File: src/rtl/sram_pkg.sv
// Shared SRAM widths, scheduler state encoding and the toggle-handshake helper.
package sram_pkg;

    localparam int SRAM_AW = 20;
    localparam int SRAM_DW = 16;

    localparam logic [2:0] ST_IDLE  = 3'd0;
    localparam logic [2:0] ST_ISSUE = 3'd1;
    localparam logic [2:0] ST_WACK  = 3'd2;
    localparam logic [2:0] ST_WDATA = 3'd3;
    localparam logic [2:0] ST_DONE  = 3'd4;

    typedef enum logic [2:0] {
        IDLE  = ST_IDLE,
        ISSUE = ST_ISSUE,
        WACK  = ST_WACK,
        WDATA = ST_WDATA,
        DONE  = ST_DONE
    } state_t;

    // A toggle handshake has work outstanding whenever the two sides disagree.
    function automatic logic toggle_pending(input logic req, input logic ack);
        return req ^ ack;
    endfunction

endpackage

File: src/rtl/sram_client_scheduler_rr_pick.sv
// Round-robin search over clients 1..NCLIENTS-1, starting at the pointer and
// wrapping back to client 1; client 0 is never considered here.
module rr_pick
    import sram_pkg::*;
#(
    parameter int NCLIENTS = 3,
    parameter int IW       = 2
) (
    input  logic [NCLIENTS-1:1] i_pending,
    input  logic [IW-1:0]       i_ptr,
    output logic                o_valid,
    output logic [IW-1:0]       o_idx
);

    logic [IW-1:0] w_cand;

    // Walk the candidates in rotated order and keep the first pending one.
    always_comb begin
        o_valid = 1'b0;
        o_idx   = '0;
        w_cand  = '0;
        for (int k = 0; k < NCLIENTS - 1; k++) begin
            w_cand = IW'((int'(i_ptr) + NCLIENTS - 2 + k) % (NCLIENTS - 1) + 1);
            if (!o_valid && i_pending[w_cand]) begin
                o_valid = 1'b1;
                o_idx   = w_cand;
            end
        end
    end

endmodule

File: src/rtl/sram_client_scheduler.sv
// Shares one toggle-handshake SRAM port among NCLIENTS requesters. Client 0 has
// priority, limited by a starvation counter; the rest are served round-robin.
module sram_client_scheduler
    import sram_pkg::*;
#(
    parameter int NCLIENTS = 3,
    parameter int RD_LAT   = 4,
    parameter int MAX_WAIT = 7
) (
    input  logic                        clk200,
    input  logic                        reset_n,
    input  logic [NCLIENTS-1:0]         cl_req,
    output logic [NCLIENTS-1:0]         cl_ack,
    input  logic [NCLIENTS-1:0]         cl_read,
    input  logic [NCLIENTS*SRAM_AW-1:0] cl_address,
    input  logic [NCLIENTS-1:0]         cl_lb,
    input  logic [NCLIENTS-1:0]         cl_ub,
    input  logic [NCLIENTS*SRAM_DW-1:0] cl_wdata,
    output logic [SRAM_DW-1:0]          cl_rdata,
    output logic [NCLIENTS-1:0]         cl_rvalid,
    output logic                        m_req,
    input  logic                        m_ack,
    output logic                        m_read,
    output logic                        m_lb,
    output logic                        m_ub,
    output logic [SRAM_AW-1:0]          m_address,
    output logic [SRAM_DW-1:0]          m_wdata,
    input  logic [SRAM_DW-1:0]          m_rdata
);

    localparam int IW = (NCLIENTS > 2) ? 2 : 1;
    localparam int SW = $clog2(MAX_WAIT + 1);
    localparam int LW = (RD_LAT > 1) ? $clog2(RD_LAT) : 1;

    state_t                r_state;
    logic [IW-1:0]         r_gnt;
    logic [IW-1:0]         r_rrPtr;
    logic [SW-1:0]         r_starveCnt;
    logic [LW-1:0]         r_latCnt;
    logic [NCLIENTS-1:0]   r_clAck;
    logic [NCLIENTS-1:0]   r_clRvalid;
    logic [SRAM_DW-1:0]    r_clRdata;
    logic                  r_mReq;
    logic                  r_mRead;
    logic                  r_mLb;
    logic                  r_mUb;
    logic [SRAM_AW-1:0]    r_mAddress;
    logic [SRAM_DW-1:0]    r_mWdata;

    logic [NCLIENTS-1:0]   w_pending;
    logic                  w_otherPending;
    logic                  w_grant0;
    logic                  w_rrValid;
    logic [IW-1:0]         w_rrIdx;
    logic [IW-1:0]         w_selIdx;
    logic                  w_selRead;
    logic                  w_selLb;
    logic                  w_selUb;
    logic [SRAM_AW-1:0]    w_selAddr;
    logic [SRAM_DW-1:0]    w_selWdata;

    // Per-client pending flags and the client-0 priority decision.
    always_comb begin
        w_pending = '0;
        for (int i = 0; i < NCLIENTS; i++) begin
            w_pending[i] = toggle_pending(cl_req[i], r_clAck[i]);
        end
        w_otherPending = |w_pending[NCLIENTS-1:1];
        w_grant0 = w_pending[0] && (!w_otherPending || (r_starveCnt < SW'(MAX_WAIT)));
    end

    rr_pick #(
        .NCLIENTS (NCLIENTS),
        .IW       (IW)
    ) u_rrPick (
        .i_pending (w_pending[NCLIENTS-1:1]),
        .i_ptr     (r_rrPtr),
        .o_valid   (w_rrValid),
        .o_idx     (w_rrIdx)
    );

    // Select the command fields of whichever client would be granted this cycle.
    always_comb begin
        w_selIdx   = w_grant0 ? '0 : w_rrIdx;
        w_selRead  = cl_read[w_selIdx];
        w_selLb    = cl_lb[w_selIdx];
        w_selUb    = cl_ub[w_selIdx];
        w_selAddr  = cl_address[SRAM_AW*w_selIdx +: SRAM_AW];
        w_selWdata = cl_wdata[SRAM_DW*w_selIdx +: SRAM_DW];
    end

    // Scheduler FSM: grant, issue one downstream toggle, wait ack plus latency, complete.
    always_ff @(posedge clk200 or negedge reset_n) begin
        if (!reset_n) begin
            r_state     <= IDLE;
            r_gnt       <= '0;
            r_rrPtr     <= IW'(1);
            r_starveCnt <= '0;
            r_latCnt    <= '0;
            r_clAck     <= '0;
            r_clRvalid  <= '0;
            r_clRdata   <= '0;
            r_mReq      <= 1'b0;
            r_mRead     <= 1'b0;
            r_mLb       <= 1'b0;
            r_mUb       <= 1'b0;
            r_mAddress  <= '0;
            r_mWdata    <= '0;
        end else begin
            r_clRvalid <= '0;
            case (r_state)
                IDLE: begin
                    if (w_grant0 || w_rrValid) begin
                        r_gnt      <= w_selIdx;
                        r_mRead    <= w_selRead;
                        r_mLb      <= w_selLb;
                        r_mUb      <= w_selUb;
                        r_mAddress <= w_selAddr;
                        r_mWdata   <= w_selWdata;
                        r_state    <= ISSUE;
                        if (w_grant0) begin
                            r_starveCnt <= w_otherPending ? (r_starveCnt + SW'(1)) : '0;
                        end else begin
                            r_starveCnt <= '0;
                            r_rrPtr     <= (w_rrIdx == IW'(NCLIENTS - 1)) ? IW'(1) : (w_rrIdx + IW'(1));
                        end
                    end
                end
                ISSUE: begin
                    r_mReq  <= ~r_mReq;
                    r_state <= WACK;
                end
                WACK: begin
                    if (m_ack == r_mReq) begin
                        r_latCnt <= LW'(RD_LAT - 1);
                        r_state  <= WDATA;
                    end
                end
                WDATA: begin
                    if (r_latCnt == '0) begin
                        r_state <= DONE;
                    end else begin
                        r_latCnt <= r_latCnt - LW'(1);
                    end
                end
                DONE: begin
                    r_clAck[r_gnt] <= cl_req[r_gnt];
                    if (r_mRead) begin
                        r_clRdata         <= m_rdata;
                        r_clRvalid[r_gnt] <= 1'b1;
                    end
                    r_state <= IDLE;
                end
                default: begin
                    r_state <= IDLE;
                end
            endcase
        end
    end

    assign cl_ack    = r_clAck;
    assign cl_rvalid = r_clRvalid;
    assign cl_rdata  = r_clRdata;
    assign m_req     = r_mReq;
    assign m_read    = r_mRead;
    assign m_lb      = r_mLb;
    assign m_ub      = r_mUb;
    assign m_address = r_mAddress;
    assign m_wdata   = r_mWdata;

endmodule

File: config.mk
export PLATFORM = sky130hd
export DESIGN_NAME = sram_client_scheduler
export DESIGN_NICKNAME = d
export VERILOG_FILES = /design/src/rtl/sram_pkg.sv /design/src/rtl/sram_client_scheduler_rr_pick.sv /design/src/rtl/sram_client_scheduler.sv
export SDC_FILE = /design/constraint.sdc
export NUM_CORES = 1
export LEC_CHECK = 0
export ABC_CLOCK_PERIOD_IN_PS = 2900
export BUFFER_PORTS_ARGS = -buffer_cell sky130_fd_sc_hd__buf_2
export CORE_ASPECT_RATIO = 0.75
export CORE_MARGIN = 3
export CORE_UTILIZATION = 46
export DETAILED_ROUTE_END_ITERATION = 6
export PLACE_DENSITY = 0.81
export SLEW_MARGIN = 0
export SYNTH_ARGS = -nofsm -noshare
export SYNTH_HDL_FRONTEND = slang
export SYNTH_SLANG_ARGS = --single-unit
File: constraint.sdc
create_clock -name clk200 -period 2.9 [get_ports clk200]
set_input_delay 0.58 -clock clk200 [delete_from_list [all_inputs] [get_ports clk200]]
set_output_delay 0.58 -clock clk200 [all_outputs]
set_load 0.01 [all_outputs]
==> flow_metrics.tcl, run 1 <==
set metrics [dict create \
    status "complete, no violations" \
    tns_ps 0 \
    cap_violations 0 \
    cp_data_arrival_time_ps 2820 \
    routed_wl_mm 11.5 \
    post-place-ws_ps 150 \
    wl_per_cell_um 15.8 \
    regArea_um2 1850 \
    fin_util 0.670 \
    post-dp-hpwl_mm 8.34 \
    firstDrtPassIters 5 \
    synth_ff_type "dfrtp_1" \
    slew_viol_final 0 \
    slew_headroom 0.385 \
    place_area_um2 5000 \
    n_antenna_cell 0 \
    die_h_um 85.7 \
    die_w_um 112 \
    drc 0 \
    total_power_mw 5.19 \
    setup_viol 0 \
    clock_sinks 74 \
    tightest_slew_ps 922 \
    p_per_area_nw_per_um2 962 \
    postCtsHoldBufs 0 \
    ios 201 \
    cts_tree "built" \
    synth-warning-count 0 \
    path_max_fanout 21 \
    coreArea_um2 8060 \
    grt_overflow 0 \
    nets 763 \
    io_buffers 200 \
    whs_ps 392 \
    antenna_found_initial 0 \
    synth.distinct_cells 39 \
    syn-cell-area_um2 3900 \
    clockRootBuffer "clkbuf_16" \
    grt_usage 0.243 \
    layout_min_cycle_time_ps 2610 \
    syn_nets 574 \
    grt_pass1_wl_mm 19.0 \
    post_cts_buffers 0 \
    clock_skew_ps 10.8 \
    synth-edff-count 0 \
    drt-initial-drc-count 250 \
    hold_viol_final 0 \
    cp-start-kind "flip-flop" \
    grt_pass1_vias 4042 \
    dp_cells 715 \
    start_util 0.484 \
    gp_congestion 0.829 \
    synthArstFlopShare 1.00 \
    clockBufferDepth 2 \
    ir_drop_mv 0.426 \
    clkLatencyLatePin_ps 330 \
    ant_nets 0 \
    rsz0062_at_grt "no" \
    max_freq_ghz 0.383 \
    grt_max_degree 75 \
    multi_input_area_um2 1930 \
    cts_resized 0 \
    layout_setup_ws_ps 286 \
    synth-seq-cells 74 \
    leakage_nw 2.78 \
    area_growth_pct 38.4 \
    r2r_cells 8 \
    worstPathRequired_ps 3110 \
    synthCells 432 \
    cts-buffers-inserted 9 \
    vias 3948 \
    clk_pin_slew_ps 60 \
    die-area_um2 9630 \
    syn_avg_cell_area_um2 9.02 \
    rows 28 \
    crit_type "reg -> reg" \
    nFillCells 676 \
    cts_max_level 3 \
    crit_path_end_kind "flip-flop" \
    ys_seq_area_frac 0.475 \
    viasPerCell 5.40 \
    period_share 0.901 \
    final_area_um2 5400 \
    min_path_type "in -> async" \
    final_layout_size_suffix_gt1_frac 0.423 \
    fin_cells 731 \
]
-- worst max-delay path: stages, from the launching register on --
cell and delay (ps):
dfstp_2 580, inv_1 60, ha_1 270, and2_0 300
o32ai_4 120, nand2b_2 420, buf_4 340, a211oi_1 280
o21ai_1 110
-- layout make-up --
cell class              instances  share of cell area
multi-input cells             323               0.358
clock buffers                  12              0.0494
clock inverters                 4              0.0223
flip-flops and latches         74               0.343
inverters                       5             0.00348
well taps                     105              0.0243
repair buffers                208               0.199
-- metal layers --
metal / share of wire / vias up / global-route usage
met2: 0.50 / 170 / 0.410
met1: 0.42 / 1885 / 0.306
met4: 0.011 / 0 / 0.0808
li1: - / 1881 / -
met5: 0 / - / 0
met3: 0.076 / 12 / 0.0635
-- registers in the layout (all words and copies together), names as in the netlist --
signal,count
m_address,20
cl_rdata,16
m_wdata,16
cl_ack,3
cl_rvalid,3
r_starveCnt,3
r_state,3
r_gnt,2
r_latCnt,2
r_rrPtr,2
m_lb,1
m_read,1
m_req,1
m_ub,1
-- power by group --
group	switching, mW	internal, mW	leakage (nW)
logic	1.21	0.839	1.65
registers	0.280	1.44	0.939
clock network	0.416	0.998	0.189
total	1.91	3.28	2.78
-- cells in the mapped netlist, drive strengths merged, types with 3 or more instances --
library cell / instances / area, µm²
a211oi: 40 / 350
a21oi: 4 / 20.0
and3: 4 / 25.0
buf: 16 / 91.3
clkbuf: 14 / 53.8
dfrtp: 73 / 1830
ha: 3 / 37.5
inv: 5 / 18.8
mux2: 19 / 214
nand2: 88 / 330
nand2b: 3 / 18.8
nor2: 48 / 180
nor3: 4 / 20.0
o21ai: 84 / 420
xnor2: 3 / 41.3
xor2: 3 / 26.3
-- final timing paths --
path	endpoint	slack (ps)	startpoint
min reg2reg	m_wdata[8]$_DFFE_PN0P_	480	m_wdata[8]$_DFFE_PN0P_
max	m_wdata[4]$_DFFE_PN0P_	290	r_rrPtr[0]$_DFFE_PN1P_
min in group clk200	m_wdata[8]$_DFFE_PN0P_	480	m_wdata[8]$_DFFE_PN0P_
max in group asynchronous	m_address[14]$_DFFE_PN0P_	1920	reset_n
max reg2reg	m_wdata[4]$_DFFE_PN0P_	290	r_rrPtr[0]$_DFFE_PN1P_
min	m_wdata[1]$_DFFE_PN0P_	390	reset_n
-- cells by family (layout without fill, tap and decap cells) --
logic type | count (synthesis) | in the layout | share of synthesized area
AND/OR/NAND/NOR | 152 | 152 | 0.158
AO/OA/AOI/OAI | 141 | 141 | 0.238
multiplexers | 21 | 21 | 0.0600
flip-flops | 74 | 74 | 0.475
adder cells (fa/ha/maj) | 3 | 3 | 0.00963
XOR/XNOR | 6 | 6 | 0.0173
buffers and inverters | 35 | 229 | 0.0420
-- cells in the final DEF (no fill, tap or decap), drive strengths merged, types with 5 or more instances in the layout --
cell type / Yosys / routed
buf: 16 / 208
nand2: 88 / 88
o21ai: 84 / 84
dfrtp: 73 / 73
nor2: 48 / 48
a211oi: 40 / 40
mux2: 19 / 19
clkbuf: 14 / 12
inv: 5 / 5
No activity file was read; power rests on OpenSTA's default activity.
==> run 2: changes to the inputs <==
--- a/config.mk
+++ b/config.mk
@@ -7,11 +7,13 @@
 export LEC_CHECK = 0
 export ABC_CLOCK_PERIOD_IN_PS = 2900
 export BUFFER_PORTS_ARGS = -buffer_cell sky130_fd_sc_hd__buf_2
+export CELL_PAD_IN_SITES_DETAIL_PLACEMENT = 2
+export CELL_PAD_IN_SITES_GLOBAL_PLACEMENT = 2
 export CORE_ASPECT_RATIO = 0.75
 export CORE_MARGIN = 3
-export CORE_UTILIZATION = 46
+export CORE_UTILIZATION = 25
 export DETAILED_ROUTE_END_ITERATION = 6
-export PLACE_DENSITY = 0.81
+export PLACE_DENSITY_LB_ADDON = 0.1
 export SLEW_MARGIN = 0
 export SYNTH_ARGS = -nofsm -noshare
 export SYNTH_HDL_FRONTEND = slang
==> flow_metrics.tcl, run 2 (synthesis gave the netlist of run 1 again) <==
set metrics [dict create \
    gp_congestion 0.808 \
    io_buffers 200 \
    status "complete, no violations" \
    grt_pass1_vias 4369 \
    total_power_mw 5.02 \
    postCtsHoldBufs 0 \
    grt_usage 0.180 \
    die_h_um 114 \
    layout_commonest_cell "buf_2" \
    cap_violations 0 \
    clock_skew_ps 5.90 \
    p_per_area_nw_per_um2 917 \
    coreArea_um2 14900 \
    routed_wl_mm 15.2 \
    cts_tree "built" \
    post-dp-hpwl_mm 11.4 \
    ir_drop_mv 0.288 \
    slew_headroom 0.478 \
    die-area_um2 17100 \
    tightest_slew_ps 783 \
    grt_overflow 0 \
    crit_type "reg -> reg" \
    nets 767 \
    layout_min_cycle_time_ps 2570 \
    clockBufferDepth 2 \
    ios 201 \
    clockRootBuffer "clkbuf_16" \
    crit_path_end_kind "flip-flop" \
    rsz0062_at_grt "no" \
    largest_register_ffs 20 \
    start_util 0.262 \
    min_path_type "in -> async" \
    fin_util 0.368 \
    n_antenna_cell 0 \
    final_layout_size_suffix_gt1_frac 0.425 \
    clkLatencyLatePin_ps 340 \
    cts_max_level 3 \
    cts_resized 0 \
    firstDrtPassIters 4 \
    drc 0 \
    clock_sinks 74 \
    clk_pin_slew_ps 60 \
    max_freq_ghz 0.389 \
    wl_per_cell_um 18.3 \
    viasPerCell 4.80 \
    cts-buffers-inserted 9 \
    ant_nets 0 \
    worstPathRequired_ps 3110 \
    cp-start-kind "flip-flop" \
    path_max_fanout 16 \
    rows 38 \
    post_cts_buffers 0 \
    slew_viol_final 0 \
    drt-initial-drc-count 79 \
    die_w_um 150 \
    grt_pass1_wl_mm 24.1 \
    tns_ps 0 \
    cp_data_arrival_time_ps 2780 \
    setup_viol 0 \
    antenna_found_initial 2 \
    leakage_nw 2.76 \
    hold_viol_final 0 \
    area_growth_pct 40.5 \
    period_share 0.887 \
    vias 3982 \
    mostFrequentLayoutCells "199 x buf_2, 88 x nand2_1, 73 x dfrtp_1, 62 x o21ai_0, 48 x nor2_1" \
    whs_ps 219 \
    grt_max_degree 41 \
]
==> run 2: cell types whose count changed in the layout (fill, tap and decap cells not counted) <==
cell / before / now
clkinv_2: 0 / 2
clkinvlp_4: 0 / 2
buf_4: 8 / 10
bufinv_16: 4 / 1
o21a_2: 0 / 1
buf_12: 1 / 3
clkbuf_8: 3 / 1
o21a_4: 1 / 0
clkbuf_1: 0 / 1
==> run 2: worst max-delay path: stages, from the launching register on <==
cell and delay [ps]:
dfstp_2 590, inv_1 60, ha_1 270, and2_0 290, o32ai_4 110, nand2b_2 410, buf_4 320, a211oi_1 270
o21ai_0 120
==> run 2: layout make-up <==
class / count / area (µm²)
repair buffers: 212 / 1130
fillers: 1717 / 9410
inverters: 5 / 18.8
flip-flops and latches: 74 / 1850
multi-input cells: 323 / 1930
clock buffers: 11 / 243
clock inverters: 5 / 55.1
well taps: 200 / 250
==> run 2: stage by stage <==
stage | cell area [µm²] | setup WS [ps] | std cells
4_1_cts | 5480 | 308 | 830
2_1_floorplan | 3900 | 765 | 432
3_3_place_gp | 5180 | 380 | 814
3_5_place_dp | 5180 | 301 | 814
5_1_grt | 5480 | 98.5 | 830
6_report | 5480 | 326 | 830
==> run 2: worst paths after layout <==
path / startpoint / to / slack [ps] / depth (start not counted)
setup / recovery: r_rrPtr[0]$_DFFE_PN1P_ / m_wdata[8]$_DFFE_PN0P_ / 330 / 8
hold / removal: reset_n / cl_rdata[15]$_DFFE_PN0P_ / 220 / 1
setup reg to reg: r_rrPtr[0]$_DFFE_PN1P_ / m_wdata[8]$_DFFE_PN0P_ / 330 / 8
hold reg to reg: m_wdata[10]$_DFFE_PN0P_ / m_wdata[10]$_DFFE_PN0P_ / 470 / 2
max in group asynchronous: reset_n / cl_rdata[6]$_DFFE_PN0P_ / 2000 / 2
min in group clk200: m_rdata[11] / cl_rdata[11]$_DFFE_PN0P_ / 470 / 2
==> run 2: power by group <==
group	switching (mW)	leakage [nW]	total (mW)	internal [mW]
sequential	0.266	0.939	1.71	1.44
clock	0.453	0.142	1.14	0.687
combinational	1.31	1.68	2.18	0.870
==> run 2: per-layer routing <==
layer / wire length (µm) / up-vias / track usage
li1: - / 1889 / -
met1: 6890 / 1954 / 0.238
met2: 7050 / 118 / 0.289
met3: 1100 / 17 / 0.0657
met4: 159 / 4 / 0.0305
met5: 21 / - / 0
